### config.mk
export PLATFORM = sky130hd
export DESIGN_NAME = sequential_multiply_add
export DESIGN_NICKNAME = d
export VERILOG_FILES = /design/src/rtl/sequential_multiply_add.sv
export SDC_FILE = /design/constraint.sdc
export NUM_CORES = 1
export LEC_CHECK = 0
export CAP_MARGIN = 40
export CORE_UTILIZATION = 48
export CTS_CLUSTER_SIZE = 20
export DETAILED_ROUTE_END_ITERATION = 7
export GPL_TIMING_DRIVEN = 0
export PLACE_DENSITY_LB_ADDON = 0.08
export SKIP_CTS_REPAIR_TIMING = 1
export SLEW_MARGIN = 0
export SYNTH_ARGS = -nofsm -noshare
export SYNTH_HDL_FRONTEND = slang
export SYNTH_SLANG_ARGS = --single-unit
### constraint.sdc
create_clock -name clk_i -period 3.19 [get_ports clk_i]
set_input_delay 0.319 -clock clk_i [delete_from_list [all_inputs] [get_ports clk_i]]
set_output_delay 0.319 -clock clk_i [all_outputs]
set_load 0.01 [all_outputs]
### src/rtl/sequential_multiply_add.sv
// Iterative unsigned multiply-accumulate: result = multiplicand * multiplier + addend.
// One shift-add step per enabled edge, then a single accumulate edge.
module sequential_multiply_add #(
  parameter int unsigned DATA_WIDTH = 16
) (
  input  logic                      clk_i,
  input  logic                      clk_en_i,
  input  logic                      rst_n_i,
  input  logic [DATA_WIDTH-1:0]     multiplicand_i,
  input  logic [DATA_WIDTH-1:0]     multiplier_i,
  input  logic [DATA_WIDTH-1:0]     addend_i,
  input  logic                      data_valid_i,
  output logic [2*DATA_WIDTH-1:0]   result_o,
  output logic                      data_valid_o,
  output logic                      idle_o
);

  localparam int unsigned W     = DATA_WIDTH;
  localparam int unsigned RES_W = 2 * DATA_WIDTH;
  localparam int unsigned CNT_W = $clog2(DATA_WIDTH);

  typedef enum logic [1:0] {
    S_IDLE,
    S_MULTIPLY,
    S_ACCUMULATE
  } state_t;

  state_t             state, state_nxt;
  logic [CNT_W-1:0]   cnt, cnt_nxt;
  logic [W-1:0]       m, m_nxt;
  logic [W-1:0]       addend, addend_nxt;
  logic [W:0]         a, a_nxt;
  logic [W-1:0]       q, q_nxt;
  logic [RES_W-1:0]   result_nxt;
  logic               data_valid_nxt;
  logic               idle_nxt;
  logic [W:0]         sum;

  // State and datapath registers; reset wins over the clock enable.
  always_ff @(posedge clk_i) begin
    if (!rst_n_i) begin
      state        <= S_IDLE;
      cnt          <= '0;
      m            <= '0;
      addend       <= '0;
      a            <= '0;
      q            <= '0;
      result_o     <= '0;
      data_valid_o <= 1'b0;
      idle_o       <= 1'b1;
    end else if (clk_en_i) begin
      state        <= state_nxt;
      cnt          <= cnt_nxt;
      m            <= m_nxt;
      addend       <= addend_nxt;
      a            <= a_nxt;
      q            <= q_nxt;
      result_o     <= result_nxt;
      data_valid_o <= data_valid_nxt;
      idle_o       <= idle_nxt;
    end
  end

  // Next-state and datapath logic.
  always_comb begin
    state_nxt      = state;
    cnt_nxt        = cnt;
    m_nxt          = m;
    addend_nxt     = addend;
    a_nxt          = a;
    q_nxt          = q;
    result_nxt     = result_o;
    data_valid_nxt = 1'b0;
    sum            = a;

    case (state)
      S_IDLE: begin
        if (data_valid_i) begin
          m_nxt      = multiplicand_i;
          q_nxt      = multiplier_i;
          addend_nxt = addend_i;
          a_nxt      = '0;
          cnt_nxt    = '0;
          state_nxt  = S_MULTIPLY;
        end
      end

      S_MULTIPLY: begin
        // A stays below 2^W after every shift, so A + M fits in W+1 bits.
        if (q[0]) begin
          sum = a + {1'b0, m};
        end
        a_nxt   = {1'b0, sum[W:1]};
        q_nxt   = {sum[0], q[W-1:1]};
        cnt_nxt = cnt + CNT_W'(1);
        if (cnt == CNT_W'(W - 1)) begin
          state_nxt = S_ACCUMULATE;
        end
      end

      S_ACCUMULATE: begin
        result_nxt     = {a[W-1:0], q} + RES_W'(addend);
        data_valid_nxt = 1'b1;
        state_nxt      = S_IDLE;
      end

      default: begin
        state_nxt = S_IDLE;
      end
    endcase

    idle_nxt = (state_nxt == S_IDLE);
  end

endmodule

# Yosys cells after proc, flatten, opt, wreduce, memory -nomap -nowiden
# Index checks and enable logic that the tools add are counted.
[classes] n_eq_ne=4 n_reduce_logical=6 addsub=3 muxes=11
[op_table] operator="17-bit two-way mux" count=2
[op_table] operator="17-bit case mux with 2 select lines" count=1
[op_table] operator="32-bit by 16-bit adder with 32-bit output" count=1
[op_table] operator="16-bit case mux with 2 select lines" count=1
[op_table] operator="17-bit by 16-bit adder with 17-bit output" count=1
[op_table] operator="16-bit two-way mux" count=1
[op_table] operator="4-bit case mux with 2 select lines" count=1
[op_table] operator="3-bit AND reduction" count=2
[op_table] operator="4-bit by 1-bit adder with 4-bit output, second input constant" count=1
[op_table] operator="4-bit == test, second input constant" count=1
[op_table] operator="2-bit zero test" count=2
[op_table] operator="2-bit two-way mux" count=2
[op_table] operator="4-bit two-way mux" count=1
[op_table] operator="2-bit case mux with 2 select lines" count=1
[op_table] operator="2-bit by 1-bit == test with 1-bit output, second input constant" count=1
[op_table] operator="2-bit == test, second input constant" count=1
[op_table] operator="2-bit != test, second input constant" count=1
[op_table] operator="2-bit AND reduction" count=1
[op_table] operator="2-bit nonzero test" count=1
[op_table] operator="1-bit two-way mux" count=1
[word_totals] input_bits=52 reg_bits=105 elab_cells=33 output_inout_bits=34

# Longest topological paths before layout
# Gate-level depths: netlist (run 1).
[depth] ltp_word=4 depth_mapped=9 ltp_nobuf=9

# Least setup slack after synthesis (run 1)
# Ideal clock, no wire load.
[synth_timing] path_type="register to register" from="register addend[0]" to="register result_o[26]" synth_period_minus_slack_ns=2.295 arrival_time_ns=2.177 required_ns=3.072 path_stages_with_launch=9 n_path_buf=0 setup_time_ns=0.118 path_slack_ns=0.895 path_cell_list="dfxtp_1 -> ha_1 -> fa_1 -> a211oi_2 -> o21ai_0 -> a221oi_1 -> o21ai_1 -> and3_1 -> o2111a_1"
[synth_via] elab_chain_cells=1
[synth_lines] element="from (decl)" line_no="31" source="logic [W-1:0] addend, addend_nxt;"
[synth_lines] element="from (signal assigned)" line_no="55" source="addend <= addend_nxt;"
[synth_lines] element="32-bit by 16-bit adder with 32-bit output" line_no="102" source="result_nxt = {a[W-1:0], q} + RES_W'(addend);"
[synth_lines] element="to (signal assigned)" line_no="58" source="result_o <= result_nxt;"
[synth_lines] element="to (decl)" line_no="13" source="output logic [2*DATA_WIDTH-1:0] result_o,"
# Every way passes these cells.
# A chain may end at the register's enable or synchronous reset.

# Worst setup path after layout (run 1)
# Same ends and word-level chain as after synthesis.

==> impl_metrics.env, run 1 <==
export IMPL_relSlewSlack_pct=48.34
export IMPL_yosys_area_share_simple_pct=22.99
export IMPL_critPathMaxFanout=4
export IMPL_crit_required_ns=3.45
export IMPL_final_max_slew_viol_count=0
export IMPL_clock_sinks=104
export IMPL_path_clk_slew_ns=0.08
export IMPL_n_fill_cell=1201
export IMPL_worst_setup_path_start_kind="register"
export IMPL_synth_seq_cells=104
export IMPL_cellPowerDensity_mw_per_mm2=364.4
export IMPL_layout_common_cells="nand2_1 (118), dfxtp_1 (104), clkdlybuf4s50_1 (85)"
export IMPL_post_dp_hpwl_mm=15.71
export IMPL_cts_tree="built"
export IMPL_die_w_um=117.8
export IMPL_via_count=6545
export IMPL_grt_max_degree=18
export IMPL_p_leak_nw=3.030
export IMPL_synth_flop_cell="dfxtp_1"
export IMPL_maxCapViolCount=0
export IMPL_synth_cells=805
export IMPL_coreArea_mm2=0.01282
export IMPL_wl_mm=20.77
export IMPL_start_util_pct=50.16
export IMPL_via_per_inst=6.077
export IMPL_final_hold_viol_count=0
export IMPL_synth_fp_nets=892
export IMPL_mostFrequentLayoutCell="nand2_1"
export IMPL_worst_hold_slack_ns=0.4621
export IMPL_rsz0062_at_grt="no"
export IMPL_muxShareOfSynthArea_pct=3.112
export IMPL_crit_arrival_ns=3.06
export IMPL_track_usage_pct=29.94
export IMPL_cts_buffer_depth=2
export IMPL_synth_xor_area_share_pct=2.723
export IMPL_finalClockSkew_ns=0.01288
export IMPL_antennaDiodeCount=0
export IMPL_antenna_found_initial=0
export IMPL_yosysSeqAreaShare_pct=32.37
export IMPL_syn_cell_area_mm2=0.006432
export IMPL_ir_drop_v=0.0003244
export IMPL_period_needed_ns=2.804
export IMPL_power_total_w=0.002831
export IMPL_grt_pass1_wl_mm=32.64
export IMPL_outcome="finished, final reports clean"
export IMPL_drcViolationCount=0
export IMPL_die_h_um=117.8
export IMPL_rows=41
export IMPL_drt_iter0_drc=599
export IMPL_grt_pass1_vias=6075
export IMPL_drtAntennaViolNets=0
export IMPL_timing_fmax_mhz=356.6
export IMPL_ios=86
export IMPL_synth_edff_count=0
export IMPL_htree_levels=3
export IMPL_crit_type="register to register"
export IMPL_cts_buffers=9
export IMPL_yosys_cell_types_count=77
export IMPL_stdcell_count=1077
export IMPL_tightestPinTransition_ns=0.7749
export IMPL_synth_top_family_by_area="compound AO/OA/AOI/OAI gates"
export IMPL_dpl_cell_count=1062
export IMPL_cts_root_buf="clkbuf_16"
export IMPL_cp_end_kind="register"
export IMPL_io_buffers=85
export IMPL_final_nets=988
export IMPL_drive_above_1_share_pct=6.740
export IMPL_tns_ns=0
export IMPL_fin_crit_sh_pct=87.91
export IMPL_wl_per_cell_um=19.28
export IMPL_yosysWarnings=0
export IMPL_synth_area_per_cell_um2=7.991
export IMPL_setup_violations=0
export IMPL_gr_total_overflow=0
export IMPL_hp_class="register to register"
export IMPL_dieArea_mm2=0.01387
export IMPL_synth_async_reset_ratio_pct=0
export IMPL_first_pass_iters=5
export IMPL_clkLatencyLatePin_ns=0.36
export IMPL_areaGrowthSynthToFinish_pct=20.77
export IMPL_synth_compound_area_share_pct=26.84
export IMPL_gp_congestion=0.9166
export IMPL_synth_fa_ha_area_share_pct=7.041
-- power breakdown --
group / switching, W / internal [W]
Combinational: 0.000219 / 0.000166
Clock: 0.000542 / 0.000535
Sequential: 0.0000349 / 0.00133
Total: 0.000796 / 0.00204
-- layout make-up --
class / instances / area, um^2 / share of cell area, %
buffer: 59 / 271.5 / 3.495
clock buffer: 10 / 229.0 / 2.947
clock inverter: 5 / 41.29 / 0.5315
inverter: 12 / 45.04 / 0.5798
multi-input combinational: 630 / 4034 / 51.92
sequential: 104 / 2082 / 26.80
tap: 172 / 215.2 / 2.770
timing repair buffer: 85 / 850.8 / 10.95
-- Yosys cell counts, drive strengths merged, types with 14 or more instances --
cell	n	share of area, %
xnor2	14	1.9
nor2	44	2.6
nand2	119	7.0
a211oi	26	3.2
mux2i	20	3.1
a21oi	64	5.1
dfxtp	104	32
clkbuf	35	2.0
ha	33	6.4
nand3	30	2.4
nor3	21	1.7
and2	18	1.8
a21boi	14	1.8
buf	24	2.2
o21ai	53	4.1
-- state kept, by name (all words and copies together) (netlist names) --
name / cells
result_o: 32
a: 16
addend: 16
m: 16
q: 16
cnt: 4
state: 2
data_valid_o: 1
idle_o: 1
-- through the flow --
step	setup WS [ns]	utilization (%)	area (um^2)
2_1_floorplan	0.8950	-	6432
3_3_place_gp	0.4009	58.47	7498
3_5_place_dp	0.4168	58.47	7498
4_1_cts	0.4614	60.58	7769
5_1_grt	0.3140	60.58	7769
6_report	0.3858	60.58	7769
-- worst paths after layout --
path	slack (ns)	cells after the start	from	endpoint
max	0.39	8	addend[0]$_SDFFE_PN0P_	result_o[26]$_SDFFE_PN0P_
max reg2reg	0.39	8	addend[0]$_SDFFE_PN0P_	result_o[26]$_SDFFE_PN0P_
min	0.46	2	addend[10]$_SDFFE_PN0P_	addend[10]$_SDFFE_PN0P_
min reg2reg	0.46	2	addend[10]$_SDFFE_PN0P_	addend[10]$_SDFFE_PN0P_
-- cell families after synthesis --
family | after synthesis
DFF | 104
xor gates and xnor gates | 20
muxes | 20
and+or+nand+nor | 303
AOI/OAI and AO/OA | 252
adders and majority gates | 35
buffers and inverters | 71
-- routing by layer --
metal / routed length, um / vias up / track usage, %
met5: 0 / - / 0
met4: 315 / 0 / 7.612
met3: 1650 / 26 / 6.395
met2: 8870 / 267 / 44.15
met1: 9928 / 3123 / 43.77
li1: - / 3129 / -
-- worst max-delay path: stages, from the launching register on --
cell and delay, ns:
dfxtp_1 0.32, ha_1 0.22, fa_1 0.45, a211oi_2 0.46, o21ai_0 0.16, a221oi_1 0.38
o21ai_1 0.23, and3_1 0.23, o2111a_1 0.24
Power figures use the tool's default switching activity.
==> run 2, diff against run 1 <==
CAP_MARGIN = 20   (was 40)
GPL_TIMING_DRIVEN = 1   (was 0)
==> impl_metrics.env, run 2 (synthesis results as in run 1) <==
export IMPL_wl_mm=18.38
export IMPL_coreArea_mm2=0.01282
export IMPL_ir_drop_v=0.0003958
export IMPL_setup_violations=0
export IMPL_p_leak_nw=2.980
export IMPL_grt_pass1_vias=5857
export IMPL_cellPowerDensity_mw_per_mm2=376.7
export IMPL_power_total_w=0.002886
export IMPL_final_max_slew_viol_count=0
export IMPL_wl_per_cell_um=17.78
export IMPL_drive_above_1_share_pct=6.729
export IMPL_ios=86
export IMPL_die_w_um=117.8
export IMPL_areaGrowthSynthToFinish_pct=19.10
export IMPL_outcome="finished, final reports clean"
export IMPL_dieArea_mm2=0.01387
export IMPL_antennaDiodeCount=0
export IMPL_gp_congestion=0.8777
export IMPL_hp_class="primary input to register"
export IMPL_dp_slack_ns=0.4849
export IMPL_cts_root_buf="clkbuf_16"
export IMPL_htree_levels=3
export IMPL_tightestPinTransition_ns=1.056
export IMPL_gr_total_overflow=0
export IMPL_stdcell_count=1034
export IMPL_die_h_um=117.8
export IMPL_netSwitchingFraction_pct=26.65
export IMPL_finalClockSkew_ns=0.008075
export IMPL_drtAntennaViolNets=0
export IMPL_first_pass_iters=5
export IMPL_p_sw_w=0.0007691
export IMPL_start_util_pct=50.16
export IMPL_fin_util_pct=59.74
export IMPL_io_buffers=85
export IMPL_drt_iter0_drc=402
export IMPL_grt_max_degree=42
export IMPL_internal_power_w=0.002117
export IMPL_final_nets=944
export IMPL_cts_tree="built"
export IMPL_relSlewSlack_pct=29.61
export IMPL_p_seq_share_pct=47.6
export IMPL_crit_chain="ha_1 > fa_1 > a211oi_2 > o21ai_0 > a221oi_1 > o21ai_1 > and3_1 > o2111a_1"
export IMPL_worst_setup_path_start_kind="register"
export IMPL_cts_buffers=9
export IMPL_setup_ws_ns=0.4413
export IMPL_rows=41
export IMPL_cp_end_kind="register"
export IMPL_p_clk_share_pct=39.8
export IMPL_critPathMaxStageDelay_ns=0.44
export IMPL_track_usage_pct=26.91
export IMPL_layout_common_cells="nand2_1 (118), dfxtp_1 (104), clkdlybuf4s50_1 (84)"
export IMPL_grt_pass1_wl_mm=29.95
export IMPL_crit_required_ns=3.44
export IMPL_drcViolationCount=0
export IMPL_critPathMaxFanout=10
export IMPL_timing_fmax_mhz=363.8
export IMPL_period_needed_ns=2.749
export IMPL_post_dp_hpwl_mm=13.58
export IMPL_crit_arrival_ns=3.00
export IMPL_via_count=6141
export IMPL_path_clk_slew_ns=0.07
export IMPL_regMostFlops="result_o"
export IMPL_fin_crit_sh_pct=86.17
export IMPL_antenna_found_initial=0
export IMPL_largest_register_ffs=32
export IMPL_cts_buffer_depth=2
export IMPL_dpl_cell_count=1017
export IMPL_rsz0062_at_grt="no"
export IMPL_via_per_inst=5.939
export IMPL_slowest_stage="dfxtp_1"
export IMPL_clkLatencyLatePin_ns=0.36
export IMPL_mostFrequentLayoutCell="nand2_1"
export IMPL_maxCapViolCount=0
export IMPL_pwr_share_comb_pct=12.5
export IMPL_crit_type="register to register"
export IMPL_final_hold_viol_count=0
export IMPL_tns_ns=0
export IMPL_clock_sinks=104
==> run 2: changes by cell type in the layout (fill, tap and decap cells not counted), sizes merged <==
cell           previous run  this run
clkdlybuf4s50            85        84
buf                      24        16
clkinv                    1         3
clkinvlp                  2         1
bufinv                    0         1
clkbuf                   45        10
inv                      14        13
==> run 2: critical path: cells and delay by family, from the launching register on <==
family | cells | cell delay (ns)
DFF | 1 | 0.44
adders and majority gates | 2 | 0.72
and+or+nand+nor | 1 | 0.22
AOI/OAI and AO/OA | 5 | 1.29
==> run 2: metal layers <==
metal / track usage (%) / part of all wire [%] / up-vias
met5: 0 / 0 / -
met4: 6.090 / 1.0 / 0
met3: 5.911 / 5.8 / 13
met2: 41.43 / 44 / 208
met1: 38.10 / 49 / 2875
li1: - / - / 3045
==> run 2: final timing paths <==
| kind | depth (start not counted) | startpoint | end | slack, ns |
|---|---|---|---|---|
| max | 8 | q[0]$_SDFFE_PN0P_ | result_o[26]$_SDFFE_PN0P_ | 0.44 |
| min | 3 | rst_n_i | m[10]$_SDFFE_PN0P_ | 0.36 |
| max reg2reg | 8 | q[0]$_SDFFE_PN0P_ | result_o[26]$_SDFFE_PN0P_ | 0.44 |
| min reg2reg | 2 | addend[12]$_SDFFE_PN0P_ | addend[12]$_SDFFE_PN0P_ | 0.47 |
==> run 2: metrics by stage <==
| stage | hold WS, ns | cell area (um^2) |
|---|---|---|
| 2_1_floorplan | 0.4400 | 6432 |
| 3_3_place_gp | 0.4493 | 7350 |
| 3_5_place_dp | 0.4541 | 7350 |
| 4_1_cts | 0.3550 | 7654 |
| 5_1_grt | 0.3730 | 7661 |
| 6_report | 0.3648 | 7661 |
==> run 2: power by group through the flow <==
stage,clock [W],combinational [W],sequential (W)
after global routing,0.00123,0.000395,0.00138
final,0.00115,0.000362,0.00137
after floorplan,0,0.000235,0.00138
after CTS,0.00117,0.000359,0.00137
after detailed placement,0,0.000356,0.00140
after global placement,0,0.000349,0.00140
==> run 2: cell type report <==
cell class                      instances  area [um^2]
Tap cell                              172        215.2
Multi-Input combinational cell        630         4044
Sequential cell                       104         2082
Inverter                               12        45.04
Clock inverter                          6        75.07
Fill cell                            1193         5164
Timing Repair Buffer                  100        970.9
Clock buffer                           10        229.0
==> run 3, diff against run 2 <==
TNS_END_PERCENT = 20   (was default)
==> results of run 3 <==
Final layout, timing and power as in run 2 (identical DEF).
